File: config.mk
export PLATFORM = sky130hd
export DESIGN_NAME = cdb_arbiter
export DESIGN_NICKNAME = d
export VERILOG_FILES = /design/src/rtl/cdb_arbiter.sv
export SDC_FILE = /design/constraint.sdc
export NUM_CORES = 1
export LEC_CHECK = 0
export CAP_MARGIN = 20
export CORE_UTILIZATION = 35
export DETAILED_ROUTE_END_ITERATION = 8
export MAX_ROUTING_LAYER = met4
export PLACE_DENSITY = 0.51
export SYNTH_ARGS = -nofsm -noshare
export SYNTH_HDL_FRONTEND = slang
export SYNTH_SLANG_ARGS = --single-unit
File: constraint.sdc
create_clock -name clk -period 4.5 [get_ports clk]
set_input_delay 0.9 -clock clk [delete_from_list [all_inputs] [get_ports clk]]
set_output_delay 0.9 -clock clk [all_outputs]
set_load 0.01 [all_outputs]
File: src/rtl/cdb_arbiter.sv
`default_nettype none
// ============================================================================
// Module   : cdb_arbiter
// Brief    : Common data bus arbiter. The ALU and LSB result producers each
//            feed a small FIFO (with a zero-latency bypass when the FIFO is
//            empty). A round-robin arbiter registers at most one result per
//            cycle onto the CDB. It also provides full flags for backpressure,
//            a sticky overflow flag and a saturating conflict counter.
// Revision : 1.0 - initial release
// ============================================================================
module cdb_arbiter #(
    parameter int ROB_ID_W   = 4,
    parameter int FIFO_DEPTH = 4,
    parameter int FIFO_PTR_W = 2
) (
    input  logic                clk,
    input  logic                rst,
    input  logic                rdy,
    input  logic                rob_clear,
    input  logic                alu_ready,
    input  logic [ROB_ID_W-1:0] alu_rob_id,
    input  logic [31:0]         alu_value,
    input  logic                lsb_ready,
    input  logic [ROB_ID_W-1:0] lsb_rob_id,
    input  logic [31:0]         lsb_value,
    output logic                alu_full,
    output logic                lsb_full,
    output logic                cdb_valid,
    output logic [ROB_ID_W-1:0] cdb_rob_id,
    output logic [31:0]         cdb_value,
    output logic                cdb_src,
    output logic                overflow,
    output logic [15:0]         conflict_cnt
);

    // Occupancy counters need one extra bit to represent a completely full FIFO.
    localparam int                 c_CNT_W     = FIFO_PTR_W + 1;
    localparam logic [c_CNT_W-1:0] c_CNT_FULL  = c_CNT_W'(FIFO_DEPTH);
    localparam logic [c_CNT_W-1:0] c_CNT_HIGH  = c_CNT_W'(FIFO_DEPTH - 1);
    localparam logic               c_SRC_ALU   = 1'b0;
    localparam logic               c_SRC_LSB   = 1'b1;

    // Per-source views of the producer inputs; index 0 = ALU, 1 = LSB.
    logic [1:0]          w_in_ready;
    logic [ROB_ID_W-1:0] w_in_id  [2];
    logic [31:0]         w_in_val [2];

    // Per-source candidates and arbitration results.
    logic [1:0]          w_cand;
    logic [ROB_ID_W-1:0] w_cand_id  [2];
    logic [31:0]         w_cand_val [2];
    logic [1:0]          w_grant;
    logic [1:0]          w_dropped;
    logic [1:0]          w_full;
    logic                w_conflict;
    logic                w_any_grant;
    logic                w_grant_src;

    // Output and arbiter state.
    logic                r_cdb_valid;
    logic [ROB_ID_W-1:0] r_cdb_rob_id;
    logic [31:0]         r_cdb_value;
    logic                r_cdb_src;
    logic                r_rr_last;
    logic                r_overflow;
    logic [15:0]         r_conflict_cnt;

    assign w_in_ready  = {lsb_ready, alu_ready};
    assign w_in_id[0]  = alu_rob_id;
    assign w_in_id[1]  = lsb_rob_id;
    assign w_in_val[0] = alu_value;
    assign w_in_val[1] = lsb_value;

    // ------------------------------------------------------------------------
    // One FIFO per source. The candidate is the FIFO head when something is
    // queued, otherwise the incoming entry is offered directly (bypass) so an
    // idle bus costs only the single output-register cycle.
    // ------------------------------------------------------------------------
    for (genvar i = 0; i < 2; i++) begin : g_src
        logic [ROB_ID_W-1:0]   r_mem_id  [FIFO_DEPTH];
        logic [31:0]           r_mem_val [FIFO_DEPTH];
        logic [FIFO_PTR_W-1:0] r_rd_ptr;
        logic [FIFO_PTR_W-1:0] r_wr_ptr;
        logic [c_CNT_W-1:0]    r_cnt;
        logic                  r_full;
        logic                  w_empty;
        logic                  w_pop;
        logic                  w_push;
        logic                  w_drop;
        logic                  w_wr;
        logic [c_CNT_W-1:0]    w_cnt_next;

        assign w_empty       = (r_cnt == '0);
        assign w_cand[i]     = !w_empty || w_in_ready[i];
        assign w_cand_id[i]  = w_empty ? w_in_id[i]  : r_mem_id[r_rd_ptr];
        assign w_cand_val[i] = w_empty ? w_in_val[i] : r_mem_val[r_rd_ptr];

        // A bypassed grant consumes the incoming entry, so it is not stored.
        assign w_pop  = w_grant[i] && !w_empty;
        assign w_push = w_in_ready[i] && !(w_grant[i] && w_empty);
        assign w_drop = w_push && (r_cnt == c_CNT_FULL) && !w_pop;
        assign w_wr   = w_push && !w_drop;

        assign w_dropped[i] = w_drop;
        assign w_full[i]    = r_full;

        // Next occupancy; a simultaneous push and pop cancel out.
        always_comb begin
            w_cnt_next = r_cnt;
            if (w_wr && !w_pop) begin
                w_cnt_next = r_cnt + 1'b1;
            end else if (!w_wr && w_pop) begin
                w_cnt_next = r_cnt - 1'b1;
            end
        end

        // Pointer, occupancy and lookahead full-flag state for this source.
        always_ff @(posedge clk or posedge rst) begin
            if (rst) begin
                r_rd_ptr <= '0;
                r_wr_ptr <= '0;
                r_cnt    <= '0;
                r_full   <= 1'b0;
            end else if (rob_clear) begin
                r_rd_ptr <= '0;
                r_wr_ptr <= '0;
                r_cnt    <= '0;
                r_full   <= 1'b0;
            end else if (rdy) begin
                if (w_pop) begin
                    r_rd_ptr <= r_rd_ptr + 1'b1;
                end
                if (w_wr) begin
                    r_wr_ptr <= r_wr_ptr + 1'b1;
                end
                r_cnt  <= w_cnt_next;
                // One slot of slack is kept for a result already in flight.
                r_full <= (w_cnt_next >= c_CNT_HIGH);
            end
        end

        // Entry storage; contents are only meaningful while counted.
        always_ff @(posedge clk) begin
            if (rdy && !rob_clear && w_wr) begin
                r_mem_id[r_wr_ptr]  <= w_in_id[i];
                r_mem_val[r_wr_ptr] <= w_in_val[i];
            end
        end
    end

    // Round-robin grant: on a conflict the source that did not win last time
    // is chosen; a lone candidate is always granted.
    always_comb begin
        w_grant    = w_cand;
        w_conflict = 1'b0;
        if (w_cand == 2'b11) begin
            w_conflict = 1'b1;
            if (r_rr_last == c_SRC_LSB) begin
                w_grant = 2'b01;
            end else begin
                w_grant = 2'b10;
            end
        end
    end

    assign w_any_grant = |w_grant;
    assign w_grant_src = w_grant[1] ? c_SRC_LSB : c_SRC_ALU;

    // Broadcast register, round-robin pointer and status counters.
    always_ff @(posedge clk or posedge rst) begin
        if (rst) begin
            r_cdb_valid    <= 1'b0;
            r_cdb_rob_id   <= '0;
            r_cdb_value    <= '0;
            r_cdb_src      <= c_SRC_ALU;
            r_rr_last      <= c_SRC_LSB;
            r_overflow     <= 1'b0;
            r_conflict_cnt <= '0;
        end else if (rob_clear) begin
            // Flush drops everything in flight but keeps the diagnostics.
            r_cdb_valid <= 1'b0;
            r_rr_last   <= c_SRC_LSB;
        end else if (rdy) begin
            r_cdb_valid <= w_any_grant;
            if (w_any_grant) begin
                r_cdb_rob_id <= w_cand_id[w_grant_src];
                r_cdb_value  <= w_cand_val[w_grant_src];
                r_cdb_src    <= w_grant_src;
                r_rr_last    <= w_grant_src;
            end
            if (|w_dropped) begin
                r_overflow <= 1'b1;
            end
            if (w_conflict && (r_conflict_cnt != 16'hFFFF)) begin
                r_conflict_cnt <= r_conflict_cnt + 16'd1;
            end
        end
    end

    assign alu_full     = w_full[0];
    assign lsb_full     = w_full[1];
    assign cdb_valid    = r_cdb_valid;
    assign cdb_rob_id   = r_cdb_rob_id;
    assign cdb_value    = r_cdb_value;
    assign cdb_src      = r_cdb_src;
    assign overflow     = r_overflow;
    assign conflict_cnt = r_conflict_cnt;

endmodule
`default_nettype wire

[Word-level counts from Yosys, hierarchy flattened]
Memories as Yosys holds them, arrays and structs flattened.
Index checks and enable logic that the tools add are counted.
W data, S select, Z words.
Word-level totals
  logic and storage cells: 135
  memory bits (writable): 288
  register bits: 72
  memories: 4
Cells by class
  reduce and logical (&&, ||, !) cells: 51
  muxes and demuxes: 47
  bitwise operators: 2
  $lt $le $gt $ge: 3
  equal/unequal tests: 4
  add/sub/neg operators: 9
Memory list
  g_src[0].r_mem_val: words 4, bits a word 32, read ports 1, clocked after Yosys merged registers in 0, write ports 1, line 81  | logic [31:0] r_mem_val [FIFO_DEPTH];
  g_src[1].r_mem_val: words 4, bits a word 32, read ports 1, clocked after Yosys merged registers in 0, write ports 1, line 81
  g_src[0].r_mem_id: words 4, bits a word 4, read ports 1, clocked after Yosys merged registers in 0, write ports 1, line 80  | logic [ROB_ID_W-1:0] r_mem_id [FIFO_DEPTH];
  g_src[1].r_mem_id: words 4, bits a word 4, read ports 1, clocked after Yosys merged registers in 0, write ports 1, line 80
Operators with widths (number)
  $mux W32: 5
  $mux W2: 14
  $mux W3: 8
  $logic_and A1 B1 Y1: 20
  $mux W4: 5
  $add A16 B1 Y16 const B: 1
  $ne A16 B16 Y1 const B: 1
  $mux W1: 15
  $reduce_bool A2 Y1: 6
  $logic_not A1 Y1: 11
  $reduce_and A2 Y1: 5
  $reduce_and A3 Y1: 3
  $add A2 B1 Y2 const B: 4
  $add A3 B1 Y3 const B: 2
  $eq A3 B3 Y1 const B: 2
  $ge A3 B2 Y1 const B: 2
  $logic_not A3 Y1: 2
  $sub A3 B1 Y3 const B: 2
  $reduce_or A2 Y1: 2
  $eq A2 B2 Y1 const B: 1
  $ge A2 B2 Y1 const B: 1
  $logic_or A1 B1 Y1: 2
  $not A1 Y2: 1
  $not A1 Y1: 1

[Logic depth before layout (Yosys ltp)]
  depth after elaboration: 19
  mapped depth: 10
  depth with buffers taken out: 7

[Worst setup path after synthesis]
OpenSTA, ideal clock, no wires.
  path type: input to register
  from: input port lsb_ready
  to: memory g_src[0].r_mem_id[0][0], enable pin
  required time: 4.103 ns
  slack: 1.211 ns
  data arrival time: 2.892 ns
  cell stages on the path: 6
  cells stage by stage: buf_2 > nor3b_4 > buf_2 > or3_1 > a311oi_2 > and2_1
Between the ends
  cells in the longest elaborated chain, start to end: 13
  elaborated cells between the ends (all ways): 15
  classes of those cells: eq/ne: 1; mux: 3; reduce/logical: 11
Ends and longest elaborated chain
  start, declared: line 23  | input logic lsb_ready,
  $logic_or A1 B1 Y1 *: line 94  | assign w_cand[i] = !w_empty || w_in_ready[i];
  $eq A2 B2 Y1 *: line 156  | if (w_cand == 2'b11) begin
  $mux W2 *: line 156
  $logic_and A1 B1 Y1: line 100  | assign w_push = w_in_ready[i] && !(w_grant[i] && w_empty);
  $logic_not A1 Y1: line 100
  $logic_and A1 B1 Y1: line 100
  $logic_and A1 B1 Y1 (2 in series): line 101  | assign w_drop = w_push && (r_cnt == c_CNT_FULL) && !w_pop;
  $logic_not A1 Y1: line 102  | assign w_wr = w_push && !w_drop;
  $logic_and A1 B1 Y1 *: line 102
  $logic_and A1 B1 Y1 *: line 144  | if (rdy && !rob_clear && w_wr) begin
  $mux W1 *: line 144
  $mux W1 (implied by the code) *: line 145  | r_mem_id[r_wr_ptr] <= w_in_id[i];
  end, declared: line 80
Mark *: on every way between the ends. The rest lies on a longest branch, timed or not.

[Worst setup path after layout]
  from: register g_src[0].r_cnt[0]
  to: memory g_src[1].r_mem_val[3][8], enable pin
Between the ends
  cells in the longest elaborated chain, start to end: 15
  elaborated cells between the ends (all ways): 17
  classes of those cells: eq/ne: 1; mux: 3; reduce/logical: 13
Ends and longest elaborated chain
  start, declared: line 84  | logic [c_CNT_W-1:0] r_cnt;
  start signal, assigned: line 136  | r_cnt <= w_cnt_next;
  $logic_not A3 Y1 *: line 93  | assign w_empty = (r_cnt == '0);
  $logic_not A1 Y1 *: line 94
  $logic_or A1 B1 Y1 *: line 94
  $eq A2 B2 Y1 *: line 156
  $mux W2 *: line 156
  $logic_and A1 B1 Y1: line 100
  $logic_not A1 Y1: line 100
  $logic_and A1 B1 Y1: line 100
  $logic_and A1 B1 Y1 (2 in series): line 101
  $logic_not A1 Y1: line 102
  $logic_and A1 B1 Y1 *: line 102
  $logic_and A1 B1 Y1 *: line 144
  $mux W1 *: line 144
  $mux W1 (implied by the code) *: line 146  | r_mem_val[r_wr_ptr] <= w_in_val[i];
  end, declared: line 81
Marked as above.

==> impl_metrics.yaml <==
setup_path:
  worstSetupPathType: "flop to flop"
  capture_point_of_the_worst_path: "g_src[1].r_mem_val[3][8]$_DFFE_PP_"
  cp_slowest_cell: "sky130_fd_sc_hd__and3_2"
  regToRegSetupSlack_ps: 1330
  critPathMaxFanout: 21
  crit_path_cell_trace: "inv_1 -> ha_1 -> nor3b_4 -> o21ai_0 -> a31oi_1 -> and3_2 -> buf_12"
  r2r_start: "g_src[0].r_cnt[0]$_DFFE_PP0P_"
  timing.critical_path.slowest_cell_delay_ps: 590
  setup.worst_path.start_class: "flop"
  setup.worst_path.end_class: "flop"
  r2r_path_end: "g_src[1].r_mem_val[3][8]$_DFFE_PP_"
  worst-endpoint-arrival_ps: 3390
  worst_setup_path_start: "g_src[0].r_cnt[0]$_DFFE_PP0P_"
  reg2regPathDepth: 7
  crit_required_ps: 4720
cells_and_area:
  layout.cells.most_common_list: "sky130_fd_sc_hd__edfxtp_1 (288), sky130_fd_sc_hd__clkdlybuf4s50_1 (134), sky130_fd_sc_hd__mux2i_1 (111)"
  layout.cells.most_common: "sky130_fd_sc_hd__edfxtp_1"
  flow.area_growth_from_synthesis_pct: 21.8
  fillCellCount: 3723
  antenna-diode-count: 0
  fin_nets: 1155
  drive_above_1_share_pct: 14.2
flow_run:
  maxCapViolations: 0
cts:
  cts.root.buffer_cell: "sky130_fd_sc_hd__clkbuf_16"
  clock_tree.buffer_depth: 3
  post_cts_repair_setup_buffers: 0
  ctsHoldBuffers: 0
  clkTransAtPathRegs_ps: 70
  cts.sinks: 360
  clk-insertion-delay-late_ps: 540
  cts_resized: 0
  htree_levels: 2
  cts-buffers-inserted: 39
  tritoncts: "done"
yosys:
  async_flop_share_pct: 20.0
  synthCells: 922
  synth_top_cell_by_area: "sky130_fd_sc_hd__edfxtp_1"
  ys_seq_area_share_pct: 69.8
  cell_area_synth_um2: 15000
  synth.area.top_cells: "sky130_fd_sc_hd__edfxtp_1 (58%), sky130_fd_sc_hd__dfrtp_1 (12%), sky130_fd_sc_hd__mux2i_1 (7.4%), sky130_fd_sc_hd__mux4_2 (5.4%), sky130_fd_sc_hd__o221ai_1 (2.2%)"
  synth_area_per_cell_um2: 16.2
  synth_fp_nets: 1015
  post_synth_num_cell_types: 67
  synth_seq_cells: 360
  synth-main-ff-cell: "sky130_fd_sc_hd__edfxtp_1"
  synthesis.yosys.warnings: 0
  number_of_flops_mapped_to_enable_cells_by_yosys: 288
  netlist.area_leader.share_pct: 57.7
global_routing:
  maximum_number_of_pins_on_one_net_before_global_route_repair: 51
  grt_overflow: 0
  grt_busiest_layer: "met2"
  grt_usage_pct: 16.5
  global_route_met1_usage_pct: 23.4
  grtUsageMet3_pct: 2.46
  via_count_of_the_first_global_routing_pass: 8521
  grt_first_pass_wirelength_um: 53100
  grtUsageMet2_pct: 24.7
  initial_antenna_violation_count: 0
sta:
  finalSetupTns_ps: 0
  timing.hold.ws_ps: 485
  post-route-min-period_ps: 3170
  timing.final.setup_violations: 0
  rsz_0062_raised_after_global_routing: "no"
  clock.fmax_ghz: 0.316
  final_hold_viol_count: 0
  tightestPinTransition_ps: 917
  max_slew_violation_count: 0
  finClkSkew_ps: 22.8
  slew_headroom_pct: 38.9
  fin_crit_sh_pct: 70.4
die:
  design.core.area_um2: 42000
  die_area_um2: 43600
  boundaryPins: 135
  initial_core_util_pct: 35.6
  chipWidth_um: 209
  die-height_um: 209
  num_rows: 75
route:
  drt.antenna.violating_nets: 0
  drt_wl_total_um: 34700
  vias_per_cell: 5.15
  drt_iter0_markers: 534
  detail_route.first_pass.iterations: 5
  vias: 8400
  drc: 0
  routed_wire_length_per_instance_um: 21.3
placed_design:
  buffer_ports.inserted: 134
  hpwl_um: 22400
  globalplace.congestion: 0.778
worst_hold_path:
  hold_path_startpoint: "cdb_value[5]$_DFFE_PP0P_"
  worstHoldPathType: "flop to flop"
power_and_ir_drop:
  peakVddDrop_mv: 0.298
  power_density_nw_per_um2: 498
  p_leak_nw: 5.99
status:
  status: "complete, no violations"
power by group:
group	switching [W]	leakage (nW)	total, W	internal [W]
logic	0.000977	1.83	0.00184	0.000863
clock network	0.00129	0.636	0.00315	0.00186
registers	0.000239	3.52	0.00409	0.00385
logic make-up (layout without fill, tap and decap cells):
group,count (synthesis),in the layout,share of synthesized area (%)
and+or+nand+nor,151,151,5.39
muxes,149,149,13.0
adders and majority gates,15,15,1.25
DFF,360,360,69.8
buffers and inverters,71,242,2.13
xor gates and xnor gates,18,18,1.05
AOI/OAI and AO/OA,158,158,7.41
registers in the layout, summed over array words and instances, names as in the netlist, 4 cells and up:
name / cells
g_src.r_mem_val: 256
cdb_rob_id: 4
conflict_cnt: 16
cdb_value: 32
g_src.r_wr_ptr: 4
g_src.r_rd_ptr: 4
g_src.r_mem_id: 32
g_src.r_cnt: 6
synth_stat cells, types with 12 or more instances:
library cell / number
sky130_fd_sc_hd__ha_1: 15
sky130_fd_sc_hd__a21oi_1: 43
sky130_fd_sc_hd__o22ai_1: 36
sky130_fd_sc_hd__mux2i_1: 111
sky130_fd_sc_hd__edfxtp_1: 288
sky130_fd_sc_hd__dfrtp_1: 71
sky130_fd_sc_hd__nand2_1: 58
sky130_fd_sc_hd__xnor2_1: 12
sky130_fd_sc_hd__nor2_1: 25
sky130_fd_sc_hd__mux4_2: 36
sky130_fd_sc_hd__o221ai_1: 37
sky130_fd_sc_hd__clkbuf_1: 18
sky130_fd_sc_hd__buf_2: 33
sky130_fd_sc_hd__inv_1: 15
layout make-up:
cell class              count  area (µm²)  area share (%)
flip-flops and latches    360       10500            57.3
multi-input cells         491        4220            23.1
repair buffers            155        1560            8.56
clock buffers              49        1060            5.84
well taps                 539         674            3.70
clock inverters            23         208            1.14
inverters                  15        57.6           0.315
critical path, delay by kind of cell, from the launching register on:
family	cells	cell delay, ps
buffers and inverters	2	390
AO/OA/AOI/OAI	2	520
adder cells (fa/ha/maj)	1	430
AND/OR/NAND/NOR	2	1050
flip-flops	1	450
per-stage QoR:
step | total power, W | utilization [%] | cell area (µm²) | setup WS (ps) | cells
after floorplan | 0.00509 | - | 15000 | 1210 | 922
after global placement | 0.00600 | 40.4 | 17000 | 886 | 1560
after detailed placement | 0.00602 | 40.4 | 17000 | 802 | 1560
after CTS | 0.00920 | 43.4 | 18200 | 1300 | 1632
after global routing | 0.00946 | 43.4 | 18200 | 1060 | 1632
final | 0.00908 | 43.4 | 18200 | 1330 | 1632
worst min path at each step:
stage / to / slack (ps) / cells after the start
floorplan: cdb_src$_DFFE_PP0P_ / 510 / 2
global placement: cdb_rob_id[3]$_DFFE_PP0P_ / 470 / 2
detailed placement: cdb_value[5]$_DFFE_PP0P_ / 470 / 2
CTS: cdb_value[5]$_DFFE_PP0P_ / 490 / 2
global route: cdb_value[13]$_DFFE_PP0P_ / 510 / 2
finish: cdb_value[5]$_DFFE_PP0P_ / 480 / 2
metal layers:
layer | wire length (µm) | vias to the layer above
met5 | 0 | -
met4 | 733 | 0
met3 | 1240 | 46
met2 | 15900 | 166
met1 | 16800 | 4252
li1 | - | 3936
No activity file was read; power rests on OpenSTA's default activity.
